===== src/rtl/keypad_pkg.sv =====
// Constants shared between the keypad decoder and its consumers.
// Key codes are 8 bits; the all-ones code doubles as "no key pending".
package keypad_pkg;

    localparam int KEY_DW = 8;

    localparam logic [KEY_DW-1:0] NO_KEY   = 8'hFF;

    localparam logic [KEY_DW-1:0] KEY_0    = 8'h00;
    localparam logic [KEY_DW-1:0] KEY_1    = 8'h01;
    localparam logic [KEY_DW-1:0] KEY_2    = 8'h02;
    localparam logic [KEY_DW-1:0] KEY_3    = 8'h03;
    localparam logic [KEY_DW-1:0] KEY_4    = 8'h04;
    localparam logic [KEY_DW-1:0] KEY_5    = 8'h05;
    localparam logic [KEY_DW-1:0] KEY_6    = 8'h06;
    localparam logic [KEY_DW-1:0] KEY_7    = 8'h07;
    localparam logic [KEY_DW-1:0] KEY_8    = 8'h08;
    localparam logic [KEY_DW-1:0] KEY_9    = 8'h09;
    localparam logic [KEY_DW-1:0] KEY_STAR = 8'h0A;
    localparam logic [KEY_DW-1:0] KEY_HASH = 8'h0B;
    localparam logic [KEY_DW-1:0] KEY_A    = 8'h0C;
    localparam logic [KEY_DW-1:0] KEY_B    = 8'h0D;
    localparam logic [KEY_DW-1:0] KEY_C    = 8'h0E;
    localparam logic [KEY_DW-1:0] KEY_D    = 8'h0F;

    function automatic logic is_digit(input logic [KEY_DW-1:0] code);
        return code <= KEY_9;
    endfunction

endpackage


===== src/rtl/key_fifo_mem.sv =====
// DEPTH x DW storage for the key event buffer: synchronous write, asynchronous read.
// Storage is deliberately unreset; validity is tracked by the occupancy count above it.
module key_fifo_mem #(
    parameter  int DEPTH = 4,
    parameter  int DW    = 8,
    localparam int AW    = (DEPTH > 1) ? $clog2(DEPTH) : 1
) (
    input  logic          clk,
    input  logic          we,
    input  logic [AW-1:0] waddr,
    input  logic [DW-1:0] wdata,
    input  logic [AW-1:0] raddr,
    output logic [DW-1:0] rdata
);

    logic [DW-1:0] mem [DEPTH];

    always_ff @(posedge clk) begin
        if (we) begin
            mem[waddr] <= wdata;
        end
    end

    assign rdata = mem[raddr];

endmodule


===== src/rtl/key_event_fifo.sv =====
// Buffers key codes from the keypad decoder for the MCU: one entry per strobe rising edge,
// oldest code on IO_DATA, level interrupt while entries remain, sticky overflow flag.
module key_event_fifo
    import keypad_pkg::*;
#(
    parameter  int DEPTH = 4,
    parameter  int DW    = KEY_DW,
    localparam int CW    = $clog2(DEPTH + 1)
) (
    input  logic          CLK,
    input  logic          RST,
    input  logic [DW-1:0] KEY_DATA,
    input  logic          KEY_STROBE,
    input  logic          POP,
    input  logic          INTR_EN,
    input  logic          CLR_OVF,
    output logic [DW-1:0] IO_DATA,
    output logic          MCU_INTR,
    output logic [CW-1:0] COUNT,
    output logic          EMPTY,
    output logic          FULL,
    output logic          OVF
);

    localparam int            AW      = (DEPTH > 1) ? $clog2(DEPTH) : 1;
    localparam logic [DW-1:0] NO_CODE = DW'(NO_KEY);

    logic          strobe_q;
    logic [AW-1:0] wr_ptr;
    logic [AW-1:0] rd_ptr;
    logic [CW-1:0] count;
    logic          ovf_q;
    logic          intr_q;
    logic [DW-1:0] head_data;

    logic push;
    logic do_push;
    logic do_pop;
    logic ovf_set;
    logic empty;
    logic full;

    assign empty = (count == '0);
    assign full  = (count == CW'(DEPTH));

    // A pop on an empty buffer is dropped even if a key arrives in the same cycle,
    // and a push into a full buffer is only accepted when a real pop frees a slot.
    assign push    = KEY_STROBE & ~strobe_q;
    assign do_pop  = POP & ~empty;
    assign do_push = push & (~full | do_pop);
    assign ovf_set = push & full & ~POP;

    key_fifo_mem #(
        .DEPTH (DEPTH),
        .DW    (DW)
    ) u_mem (
        .clk   (CLK),
        .we    (do_push),
        .waddr (wr_ptr),
        .wdata (KEY_DATA),
        .raddr (rd_ptr),
        .rdata (head_data)
    );

    always_ff @(posedge CLK or posedge RST) begin
        if (RST) begin
            strobe_q <= 1'b0;
            wr_ptr   <= '0;
            rd_ptr   <= '0;
            count    <= '0;
            ovf_q    <= 1'b0;
            intr_q   <= 1'b0;
        end else begin
            strobe_q <= KEY_STROBE;
            if (do_push) begin
                wr_ptr <= wr_ptr + AW'(1);
            end
            if (do_pop) begin
                rd_ptr <= rd_ptr + AW'(1);
            end
            count <= count + CW'(do_push) - CW'(do_pop);
            // Setting wins over clearing so a drop in the clear cycle is never lost.
            if (ovf_set) begin
                ovf_q <= 1'b1;
            end else if (CLR_OVF) begin
                ovf_q <= 1'b0;
            end
            intr_q <= INTR_EN & ~empty;
        end
    end

    assign IO_DATA  = empty ? NO_CODE : head_data;
    assign MCU_INTR = intr_q;
    assign COUNT    = count;
    assign EMPTY    = empty;
    assign FULL     = full;
    assign OVF      = ovf_q;

endmodule


===== config.mk =====
export PLATFORM = sky130hd
export DESIGN_NAME = key_event_fifo
export DESIGN_NICKNAME = d
export VERILOG_FILES = /design/src/rtl/keypad_pkg.sv /design/src/rtl/key_fifo_mem.sv /design/src/rtl/key_event_fifo.sv
export SDC_FILE = /design/constraint.sdc
export NUM_CORES = 1
export LEC_CHECK = 0
export BUFFER_PORTS_ARGS = -buffer_cell sky130_fd_sc_hd__buf_4
export CORE_MARGIN = 1.5
export CORE_UTILIZATION = 54
export DETAILED_ROUTE_END_ITERATION = 10
export PLACE_DENSITY = 0.74
export RECOVER_POWER = 25
export SYNTH_ARGS = -nofsm -noshare
export SYNTH_HDL_FRONTEND = slang
export SYNTH_SLANG_ARGS = --single-unit

===== constraint.sdc =====
create_clock -name CLK -period 2.4 [get_ports CLK]
set_input_delay 0.48 -clock CLK [delete_from_list [all_inputs] [get_ports CLK]]
set_output_delay 0.48 -clock CLK [all_outputs]
set_load 0.01 [all_outputs]

======== Word-level counts from Yosys, hierarchy flattened ========
Memory sizes are Yosys's and may differ from the RTL's.
Cells that the tools add are included.
word-level totals
  bits in registers ....................... 10
  latch bits .............................. 0
  RAM bits ................................ 32
  ROM bits ................................ 0
  input bits .............................. 14
  word-level logic and storage cells ...... 30
  memories ................................ 1
memory list
  name       depth  bits a word  read ports  clocked after memory_dff  write ports  RTL line            source
  u_mem.mem  4      8            1           0                         1            key_fifo_mem.sv:16  logic [DW-1:0] mem [DEPTH];
operators by class
  $add $sub $neg .......................... 4
  multiply operators ...................... 0
  div/mod/pow operators ................... 0
  order comparisons ....................... 0
  equality and inequality tests ........... 1
  shift operators ......................... 0
  muxes and demuxes ....................... 5
  bitwise gates (word level) .............. 11
  reduce and logical (&&, ||, !) cells .... 2
operators with widths
  kind                                         count
  2-to-1 mux 8 bit                             1
  bitwise AND 1 bit                            6
  adder 2 x 1 -> 2 bit, second input constant  2
  2-to-1 mux 1 bit                             4
  inverter 1 bit                               4
  adder 3 x 1 -> 3 bit                         1
  == test 3 bit, second input constant         1
  logical NOT 3 bit                            1
  subtractor 3 x 1 -> 3 bit                    1
  nonzero test 2 bit                           1
  OR 1 bit                                     1

======== Logic depth before layout (Yosys ltp) ========
Gate-level depths: netlist of run 1.
  depth in word-level cells ............... 7
  mapped depth ............................ 7
  depth with buffers taken out ............ 7

======== Modules after synthesis ========
From an unflattened synthesis of run 1, not the netlist that was laid out.
unflattened totals
  cell total of the unflattened synthesis .. 90
  area, all modules ....................... 1699.1 µm²
modules (own cells, without submodules)
  module          times used  cells each  area each (µm²)
  key_fifo_mem    1           46          1188.6
  key_event_fifo  1           44          510.5

======== Worst setup path after synthesis of run 1 ========
OpenSTA, ideal clock, no wires.
  path type ............................... register -> register
  from .................................... reg count[1], in the netlist COUNT[1]
  to ...................................... reg count[2], in the netlist COUNT[2]
  library setup time ...................... 0.123 ns
  data arrival time ....................... 2.034 ns
  required time ........................... 2.277 ns
  slack ................................... 0.243 ns
  stages on the path, launching flop included .. 8
  period minus slack after synthesis ...... 2.157 ns
  path through ............................ dfrtp_1 -> or3_1 -> nand3_1 -> a21bo_2 -> ha_1 -> fa_1 -> xnor2_1 -> xnor2_1
between the ends
  cells in the longest elaborated chain, start to end .. 7
  elaborated cells on any way between the ends .. 9
  those cells by class .................... add/sub: 2; eq/ne: 1; bitwise: 5; reduce/logical: 1
ends and longest elaborated chain
  item                         RTL line              source
  start, declared              key_event_fifo.sv:31  logic [CW-1:0] count;
  start signal, assigned       key_event_fifo.sv:81  count <= count + CW'(do_push) - CW'(do_pop);
  logical NOT 3 bit            key_event_fifo.sv:43  assign empty = (count == '0);
  inverter 1 bit               key_event_fifo.sv:49  assign do_pop = POP & ~empty;
  bitwise AND 1 bit            key_event_fifo.sv:49
  OR 1 bit                     key_event_fifo.sv:50  assign do_push = push & (~full | do_pop);
  bitwise AND 1 bit            key_event_fifo.sv:50
  adder 3 x 1 -> 3 bit         key_event_fifo.sv:81
  subtractor 3 x 1 -> 3 bit *  key_event_fifo.sv:81
Every way passes the cells marked *; elsewhere a longest branch is shown, timed or not.
A chain may end at the register's enable or synchronous reset.

======== Final worst setup path of run 1 ========
  from .................................... reg rd_ptr[0]
  to ...................................... out IO_DATA[4]
between the ends
  cells in the longest elaborated chain, start to end .. 2
ends and longest elaborated chain
  item                    RTL line              source
  start, declared         key_event_fifo.sv:30  logic [AW-1:0] rd_ptr;
  start signal, assigned  key_event_fifo.sv:79  rd_ptr <= rd_ptr + AW'(1);
  memory (4 x 8 bit)      --
  2-to-1 mux 8 bit        key_event_fifo.sv:92  assign IO_DATA = empty ? NO_CODE : head_data;
  end, declared           key_event_fifo.sv:17  output logic [DW-1:0] IO_DATA,
Every way passes these cells.

==> summary.txt, run 1 <==
Yosys
  – Synthesized cell area: 1720 µm²
  – Mapped Nets: 115
  – Yosys reg bits: 42
  – Ys async rst share: 0.238
  – Post-synth EDFFs: 32
  – Register area share after synthesis: 0.704
  – Unique masters post-synth: 20
  – Avg Inst Size Synth: 18.1 µm²
  – Most used flip-flop cell after synthesis: edfxtp_1
  – Post-synthesis cell count: 95
  – Yosys warning total: 0

Clocking
  – CTS Buf Count: 5
  – Clock Path Buffers: 2
  – Depth of the CTS H-tree: 2
  – Clock Latency Late Sink: 0.34 ns
  – Cts hold-fix bufs: 0
  – Clk slew on worst S/H paths: 0.12 ns
  – Clk root buf: clkbuf_4
  – CTS tree: yes
  – Post-CTS Setup Bufs: 0
  – CTS resizes: 0
  – Sink Count: 42

Critical path
  – R2R Setup Slk: 0.17 ns
  – CP Max Fanout: 6
  – FF-to-FF Start: COUNT[1]
  – CP startpoint: rd_ptr[0]
  – Crit Path Category: reg2out
  – Crit path to: IO_DATA[4]
  – Worst setup SP type: register
  – Worst r2r dst: COUNT[2]
  – CP required: 1.92 ns
  – Arrival time at the worst endpoint: 1.76 ns
  – Worst r2r path cells: 7
  – CP endpoint kind: primary output

STA
  – Max-slew headroom: 0.695
  – WHS: 0.105 ns
  – RSZ-0062 raised after global routing: false
  – Total negative setup slack: 0 ns
  – Worst-Margin Slew: 0.458 ns
  – Final period util: 0.933
  – Skew final: 0.00986 ns
  – F_max: 446 MHz
  – Final max-slew violation count: 0
  – Final min period: 2.24 ns
  – Final setup viols: 0
  – Fin. Hold Viols: 0

Place
  – GP Congestion: 0.661
  – Dpl hpwl: 1.95 mm
  – Port bufs: 28
  – Cells after DPL: 167

Pwr
  – Maximum vdd drop: 0.000556 V
  – Clock Power Share: 0.149
  – Power per Cell Area: 1090 nW/µm²
  – Pwr Total: 2.21 mW
  – Psw: 0.699 mW
  – Cell Int Power: 1.51 mW
  – Total leakage power: 0.786 nW
  – Switching Fraction: 0.317
  – Logic gate share of total power: 0.392
  – Seq pwr share: 0.460

Global route
  – GRT overflow: 0
  – Initial antenna violation count: 0
  – First-pass GRT wire length: 4.39 mm
  – Pin count of the biggest net entering global routing: 14
  – Total Routing Usage GR: 0.183
  – Via count of the first global-routing pass: 898

Routing
  – Sum of routed wire segments on met1: 1.14 mm
  – Met2 wire length: 1.51 mm
  – Wirelength, routed: 2.78 mm
  – Avg WL per Cell: 15.9 µm
  – Met3 routed WL: 91 µm
  – DR top layer: met4
  – Iter 0 DRT Violations: 18
  – 1st-pass router iterations: 4
  – Remaining antenna violation count: 0
  – Vias/cell: 5.01
  – Drt drc: 0
  – Via count: 877

Finish
  – ANT cells: 0
  – Layout overhead on the synthesized area: 17.7%
  – Fin cells: 175
  – Share of post-route cells with drive strength above 1: 0.336
  – Commonest non-fill, non-tap cell in the layout: edfxtp_1
  – Highest-count cells in the layout ignoring fill and taps: edfxtp_1 (32), buf_4 (24), dfrtp_1 (10)
  – Nets@finish: 150

Floorplan
  – Core ar.: 3030 µm²
  – Die H: 59.4 µm
  – Die area: 3530 µm²
  – Die W: 59.4 µm
  – Row Count: 20
  – Boundary pin count: 29
  – Initial Util: 0.568

Outcome
  – Outcome: finished, final reports clean

Worst hold path
  – Worst hold-check path type: in2async

Run
  – Max-cap violations: 0
[cells by family (layout without fill, tap and decap cells)]
kind of cell,count (synthesis),in the layout,share of synthesized area
adders and majority gates,6,6,0.0480
xor gates and xnor gates,5,5,0.0255
AOI/OAI and AO/OA,3,3,0.0182
muxes,9,9,0.111
and+or+nand+nor,20,20,0.0669
DFF,42,42,0.704
buffers and inverters,10,46,0.0262
[worst max-delay path, stage by stage, from the launching register on]
cell and delay, ns:
dfrtp_1 0.38, buf_4 0.18, mux4_2 0.49, or2_1 0.23
buf_4 0.15
[how the worst min path moves through the flow]
stage           endpoint  slack, ns  depth (start not counted)
3_5_place_dp         OVF       0.49                          2
5_1_grt        wr_ptr[1]       0.11                          2
2_1_floorplan   COUNT[0]       0.32                          1
3_3_place_gp    strobe_q       0.47                          2
6_report       wr_ptr[1]       0.10                          2
4_1_cts        wr_ptr[1]        0.1                          2
[power by group through the flow]
stage | sequential [mW] | clock [mW] | combinational (mW)
floorplan | 0.999 | 0 | 0.557
global placement | 1.02 | 0 | 0.855
detailed placement | 1.04 | 0 | 0.885
CTS | 1.02 | 0.339 | 0.886
global route | 1.03 | 0.370 | 0.955
finish | 1.01 | 0.328 | 0.864
[metal layers]
layer | up-vias | global-route usage
li1 | 418 | -
met1 | 437 | 0.219
met2 | 17 | 0.305
met3 | 5 | 0.0633
met4 | 0 | 0.0682
met5 | - | 0
[state kept, by name, indices dropped and copies added, names as in the netlist]
register,count
u_mem.mem,32
OVF,1
MCU_INTR,1
COUNT,3
rd_ptr,2
wr_ptr,2
strobe_q,1
[layout make-up]
type | instances | area [µm²]
Fill cell | 240 | 1000
Timing Repair Buffer | 30 | 210
Multi-Input combinational cell | 43 | 464
Inverter | 8 | 30.0
Clock inverter | 3 | 16.3
Tap cell | 44 | 55.1
Sequential cell | 42 | 1210
Clock buffer | 5 | 37.5
[through the flow]
stage / area (µm²) / utilization / setup slack [ns]
final: 2020 / 0.669 / 0.160
after global routing: 2020 / 0.669 / 0.0318
after CTS: 2040 / 0.674 / 0.142
after detailed placement: 1990 / 0.656 / 0.183
after global placement: 1990 / 0.656 / 0.255
after floorplan: 1720 / - / 0.243
[cell usage after synthesis, types with 2 or more instances]
master    instances  share of area
dfrtp_1          10           0.15
ha_1              5          0.036
mux4_2            8           0.10
inv_1             8          0.017
or2_1             8          0.029
edfxtp_1         32           0.56
nand2_1           2         0.0044
xnor2_1           5          0.025
nand3_1           2         0.0058
and2_1            5          0.018
Note: power is estimated with default switching activity, not from simulation.
==> run 2: changes to the inputs <==
- CORE_UTILIZATION: 54 -> 57
- CTS_BUF_LIST: not set -> sky130_fd_sc_hd__clkbuf_8
- PLACE_DENSITY: 0.74 -> 0.78
==> summary.txt, run 2 (synthesis gave the netlist of run 1 again) <==
Clocking
  – CTS tree: yes
  – Sink Count: 42
  – Clock Path Buffers: 2
  – CTS resizes: 0
  – Clk slew on worst S/H paths: 0.08 ns
  – Cts hold-fix bufs: 0
  – Clk root buf: clkbuf_8
  – Depth of the CTS H-tree: 2
  – CTS Buf Count: 5
  – Post-CTS Setup Bufs: 0
  – Clock Latency Late Sink: 0.29 ns

Finish
  – Highest-count cells in the layout ignoring fill and taps: edfxtp_1 (32), buf_4 (24), dfrtp_1 (10)
  – Max FFs per register: 32
  – Share of post-route cells with drive strength above 1: 0.336
  – Biggest register: u_mem.mem
  – Commonest non-fill, non-tap cell in the layout: edfxtp_1
  – Layout overhead on the synthesized area: 21.4%
  – Nets@finish: 150
  – Fillers: 180
  – ANT cells: 0
  – Final instance area: 2090 µm²
  – Fin util: 0.744

Routing
  – Drt drc: 0
  – Remaining antenna violation count: 0
  – Vias/cell: 5.46
  – Wirelength, routed: 2.90 mm
  – Via count: 885
  – Avg WL per Cell: 17.9 µm
  – Iter 0 DRT Violations: 45
  – 1st-pass router iterations: 6

STA
  – Final setup viols: 0
  – Final period util: 0.928
  – Final max-slew violation count: 0
  – F_max: 449 MHz
  – Total negative setup slack: 0 ns
  – Fin. Hold Viols: 0
  – RSZ-0062 raised after global routing: false
  – Skew final: 0.00518 ns
  – Worst-Margin Slew: 0.445 ns
  – Max-slew headroom: 0.703
  – Final worst slack: 0.172 ns
  – Final min period: 2.23 ns

Floorplan
  – Initial Util: 0.613
  – Die H: 57.9 µm
  – Die area: 3360 µm²
  – Die W: 57.9 µm
  – Core ar.: 2810 µm²
  – Boundary pin count: 29
  – Row Count: 19

Critical path
  – Buf/Inv on CP: 0
  – Worst setup SP type: register
  – Worst path most repeated cell: xnor2_1
  – CP required: 2.61 ns
  – Worst path depth: 7
  – Crit-path cells: or3_4, nand3_1, a21bo_2, ha_1, fa_1, xnor2_1, xnor2_1
  – Arrival time at the worst endpoint: 2.43 ns
  – Critical path's top delay family: adder cells
  – CP endpoint kind: register
  – CP max stage delay: 0.42 ns
  – Worst r2r path cells: 7
  – CP Max Fanout: 5
  – CP max stage cell: dfrtp_1
  – Crit Path Category: reg2reg

Global route
  – Via count of the first global-routing pass: 984
  – Total Routing Usage GR: 0.210
  – Pin count of the biggest net entering global routing: 14
  – First-pass GRT wire length: 4.86 mm
  – GRT overflow: 0
  – Initial antenna violation count: 0

Place
  – GP Congestion: 0.769
  – Dpl hpwl: 2.12 mm
  – Port bufs: 28
  – Dpl cell area: 1970 µm²
  – Pre-CTS WS: 0.191 ns

Pwr
  – Total leakage power: 0.821 nW
  – Maximum vdd drop: 0.000712 V
  – Pwr Total: 2.53 mW
  – Power per Cell Area: 1210 nW/µm²

Outcome
  – Outcome: finished, final reports clean

Worst hold path
  – Worst hold-check path type: in2async

Run
  – Max-cap violations: 0
[run 2: changes by cell type in the layout (fill, tap and decap cells not counted), sizes merged]
cell      delta
clkinvlp     -1
clkinv       -1
bufinv       +2
[run 2: through the flow]
step	hold WS (ns)	cells
finish	0.169	162
global route	0.207	162
CTS	0.186	162
detailed placement	0.497	154
global placement	0.481	154
floorplan	0.320	95
[run 2: worst paths after layout]
path                            startpoint       end  slack, ns
min in group CLK                KEY_STROBE  strobe_q       0.34
worst min-delay path                   RST  strobe_q       0.17
worst max register to register    COUNT[1]  COUNT[2]       0.17
worst min register to register         OVF       OVF       0.53
max in group asynchronous              RST  COUNT[0]       1.95
worst max-delay path              COUNT[1]  COUNT[2]       0.17
[run 2: worst reg2reg max path, delay by kind of cell (launching register included)]
kind                     cells  cell delay [ns]
XOR/XNOR                     2             0.32
flip-flops                   1             0.42
adder cells (fa/ha/maj)      2             0.62
AND/OR/NAND/NOR              2             0.55
AO/OA/AOI/OAI                1             0.24
[run 2: power breakdown]
group | switching [mW] | internal (mW)
clock network | 0.227 | 0.411
registers | 0.101 | 0.916
logic | 0.392 | 0.488
[run 2: per-layer routing]
metal,GRT usage,part of all wire,vias to the layer above
met1,0.244,0.40,447
met2,0.370,0.55,17
met3,0.0536,0.036,4
met5,0,0,-
li1,-,-,417
met4,0.0897,0.014,0
[run 2: final cells by class]
| class | count | area, µm² | area share |
|---|---|---|---|
| sequential | 42 | 1210 | 0.580 |
| multi-input combinational | 43 | 469 | 0.225 |
| timing repair buffer | 30 | 206 | 0.0989 |
| clock buffer | 5 | 68.8 | 0.0330 |
| clock inverter | 3 | 63.8 | 0.0306 |
| tap | 31 | 38.8 | 0.0186 |
| inverter | 8 | 30.0 | 0.0144 |
==> run 3: changes to the inputs <==
--- a/config.mk
+++ b/config.mk
@@ -6,7 +6,8 @@
 export NUM_CORES = 1
 export LEC_CHECK = 0
+export ABC_AREA = 1
 export BUFFER_PORTS_ARGS = -buffer_cell sky130_fd_sc_hd__buf_4
 export CORE_MARGIN = 1.5
-export CORE_UTILIZATION = 57
+export CORE_UTILIZATION = 58
 export CTS_BUF_LIST = sky130_fd_sc_hd__clkbuf_8
 export DETAILED_ROUTE_END_ITERATION = 10
==> constraint.sdc (replaced) <==
create_clock -name CLK -period 2.4 [get_ports CLK]
set_input_delay 0.12 -clock CLK [delete_from_list [all_inputs] [get_ports CLK]]
set_output_delay 0.12 -clock CLK [all_outputs]
set_load 0.01 [all_outputs]
==> summary.txt, run 3 <==
Clocking
  – Sink Count: 42
  – Clock Latency Late Sink: 0.30 ns
  – Depth of the CTS H-tree: 2
  – Post-CTS Setup Bufs: 0
  – CTS Buf Count: 5
  – Clock Path Buffers: 2
  – Clk root buf: clkbuf_8
  – CTS tree: yes
  – Clk slew on worst S/H paths: 0.07 ns

Critical path
  – Arrival time at the worst endpoint: 2.11 ns
  – Crit Path Category: in2reg
  – CP endpoint kind: register
  – CP Max Fanout: 5
  – Worst setup SP type: input port
  – CP required: 2.59 ns

Yosys
  – Unique masters post-synth: 20
  – Mapped Nets: 187
  – Area contributors post-synth: edfxtp_1 (51%), dfrtp_1 (13%), nand2_1 (10%), nand3_1 (5.3%), ha_1 (3.3%)
  – Synth top area share: 0.512
  – Yosys warning total: 0
  – Ys async rst share: 0.238
  – Avg Inst Size Synth: 11.2 µm²
  – Register area share after synthesis: 0.646
  – Post-synthesis cell count: 167
  – Yosys reg bits: 42
  – Synthesized cell area: 1880 µm²
  – Most used flip-flop cell after synthesis: edfxtp_1
  – Largest area contributor in the netlist: edfxtp_1
  – Synth top cells by count: nand2_1 (52), edfxtp_1 (32), nand3_1 (20)
  – Post-synth EDFFs: 32
  – Count leader, synth: nand2_1

Routing
  – Vias/cell: 4.88
  – 1st-pass router iterations: 6
  – Iter 0 DRT Violations: 83
  – Remaining antenna violation count: 0
  – Drt drc: 0
  – Wirelength, routed: 3.41 mm
  – Via count: 1214
  – Avg WL per Cell: 13.7 µm

Place
  – GP Congestion: 0.773
  – Dpl hpwl: 2.28 mm
  – Cells after DPL: 239
  – Port bufs: 28

STA
  – Final min period: 1.93 ns
  – Max-slew headroom: 0.711
  – Worst-Margin Slew: 0.433 ns
  – Final period util: 0.803
  – F_max: 519 MHz
  – Final max-slew violation count: 0
  – Skew final: 0.00456 ns
  – RSZ-0062 raised after global routing: false
  – Total negative setup slack: 0 ns
  – Final setup viols: 0
  – Fin. Hold Viols: 0

Outcome
  – Outcome: finished, final reports clean

Finish
  – ANT cells: 0
  – Share of post-route cells with drive strength above 1: 0.244
  – Biggest register: u_mem.mem
  – Commonest non-fill, non-tap cell in the layout: nand2_1
  – Max FFs per register: 32
  – Nets@finish: 224
  – Fin cells: 249
  – Layout overhead on the synthesized area: 17.3%
  – Highest-count cells in the layout ignoring fill and taps: nand2_1 (52), edfxtp_1 (32), buf_4 (27)

Run
  – Max-cap violations: 0

Floorplan
  – Die W: 59.9 µm
  – Row Count: 20
  – Die H: 59.9 µm
  – Initial Util: 0.614
  – Boundary pin count: 29
  – Die area: 3580 µm²
  – Core ar.: 3050 µm²

Worst hold path
  – Worst hold-check path type: in2reg

Pwr
  – Power per Cell Area: 1120 nW/µm²
  – Maximum vdd drop: 0.000677 V
  – Total leakage power: 0.978 nW

Global route
  – Via count of the first global-routing pass: 1161
  – First-pass GRT wire length: 5.38 mm
  – Initial antenna violation count: 0
  – GRT overflow: 0
  – Pin count of the biggest net entering global routing: 18
  – Total Routing Usage GR: 0.214
-- run 3: changes by cell type after synthesis, sizes merged, moves of 5 or more --
cell | before | now
and2 | 5 | 0
mux4 | 8 | 0
or2 | 8 | 0
nand2 | 2 | 63
nand3 | 2 | 22
nor2 | 1 | 7
inv | 8 | 18
-- run 3: layout make-up --
type                    instances  area (µm²)
repair buffers                 35         245
inverters                      18        72.6
flip-flops and latches         42        1210
clock buffers                   5        68.8
fillers                       240         853
multi-input cells             102         534
clock inverters                 3        12.5
well taps                      44        55.1
-- run 3: final timing paths --
path,slack (ns),end,startpoint,cells past startpoint
setup / recovery,0.47,COUNT[2],KEY_STROBE,10
hold / removal,0.03,u_mem.mem[0][6],KEY_DATA[6],1
setup reg to reg,0.51,COUNT[2],COUNT[2],8
hold reg to reg,0.54,wr_ptr[1],wr_ptr[1],2
max in group asynchronous,1.76,COUNT[0],RST,3
min in group asynchronous,0.36,rd_ptr[1],RST,3
-- run 3: timing repair --
| item | CTS | global route |
|---|---|---|
| hold endpoints to repair | 11 | 0 |
| hold buffers | 2 | 0 |
| resized for setup | 0 | 0 |
-- run 3: cell families after synthesis --
logic type,after synthesis,share of synthesized area
xor gates and xnor gates,2,0.00934
AOI/OAI and AO/OA,2,0.00600
DFF,42,0.646
and+or+nand+nor,92,0.225
adders and majority gates,6,0.0440
buffers and inverters,23,0.0694
-- run 3: per-layer routing --
layer	up-vias	share of wire	track usage
li1	615	-	-
met1	566	0.43	0.291
met2	28	0.50	0.328
met3	5	0.047	0.0628
met4	0	0.016	0.0825
met5	-	0	0
-- run 3: worst max-delay path: stages --
cell,delay [ns]
dlygate4sd3_1,0.52
buf_4,0.10
inv_1,0.03
nor2_1,0.29
inv_1,0.11
nand3_1,0.12
nand2_1,0.07
ha_1,0.19
fa_1,0.40
xnor2_1,0.14
-- run 3: power breakdown --
part / internal (mW) / switching [mW]
Combinational: 0.437 / 0.576
Sequential: 0.901 / 0.131
Clock: 0.195 / 0.227
Total: 1.53 / 0.935
-- run 3: metrics by stage --
stage	hold slack, ns	setup slack, ns	utilization	instance area (µm²)	total power, mW
final	0.0287	0.473	0.720	2200	2.47
after global routing	0.0294	0.297	0.720	2200	2.65
after CTS	0.0207	0.470	0.728	2220	2.49
after detailed placement	0.133	0.509	0.695	2120	2.07
after global placement	0.117	0.594	0.695	2120	2.03
after floorplan	-0.0398	0.745	-	1880	1.72
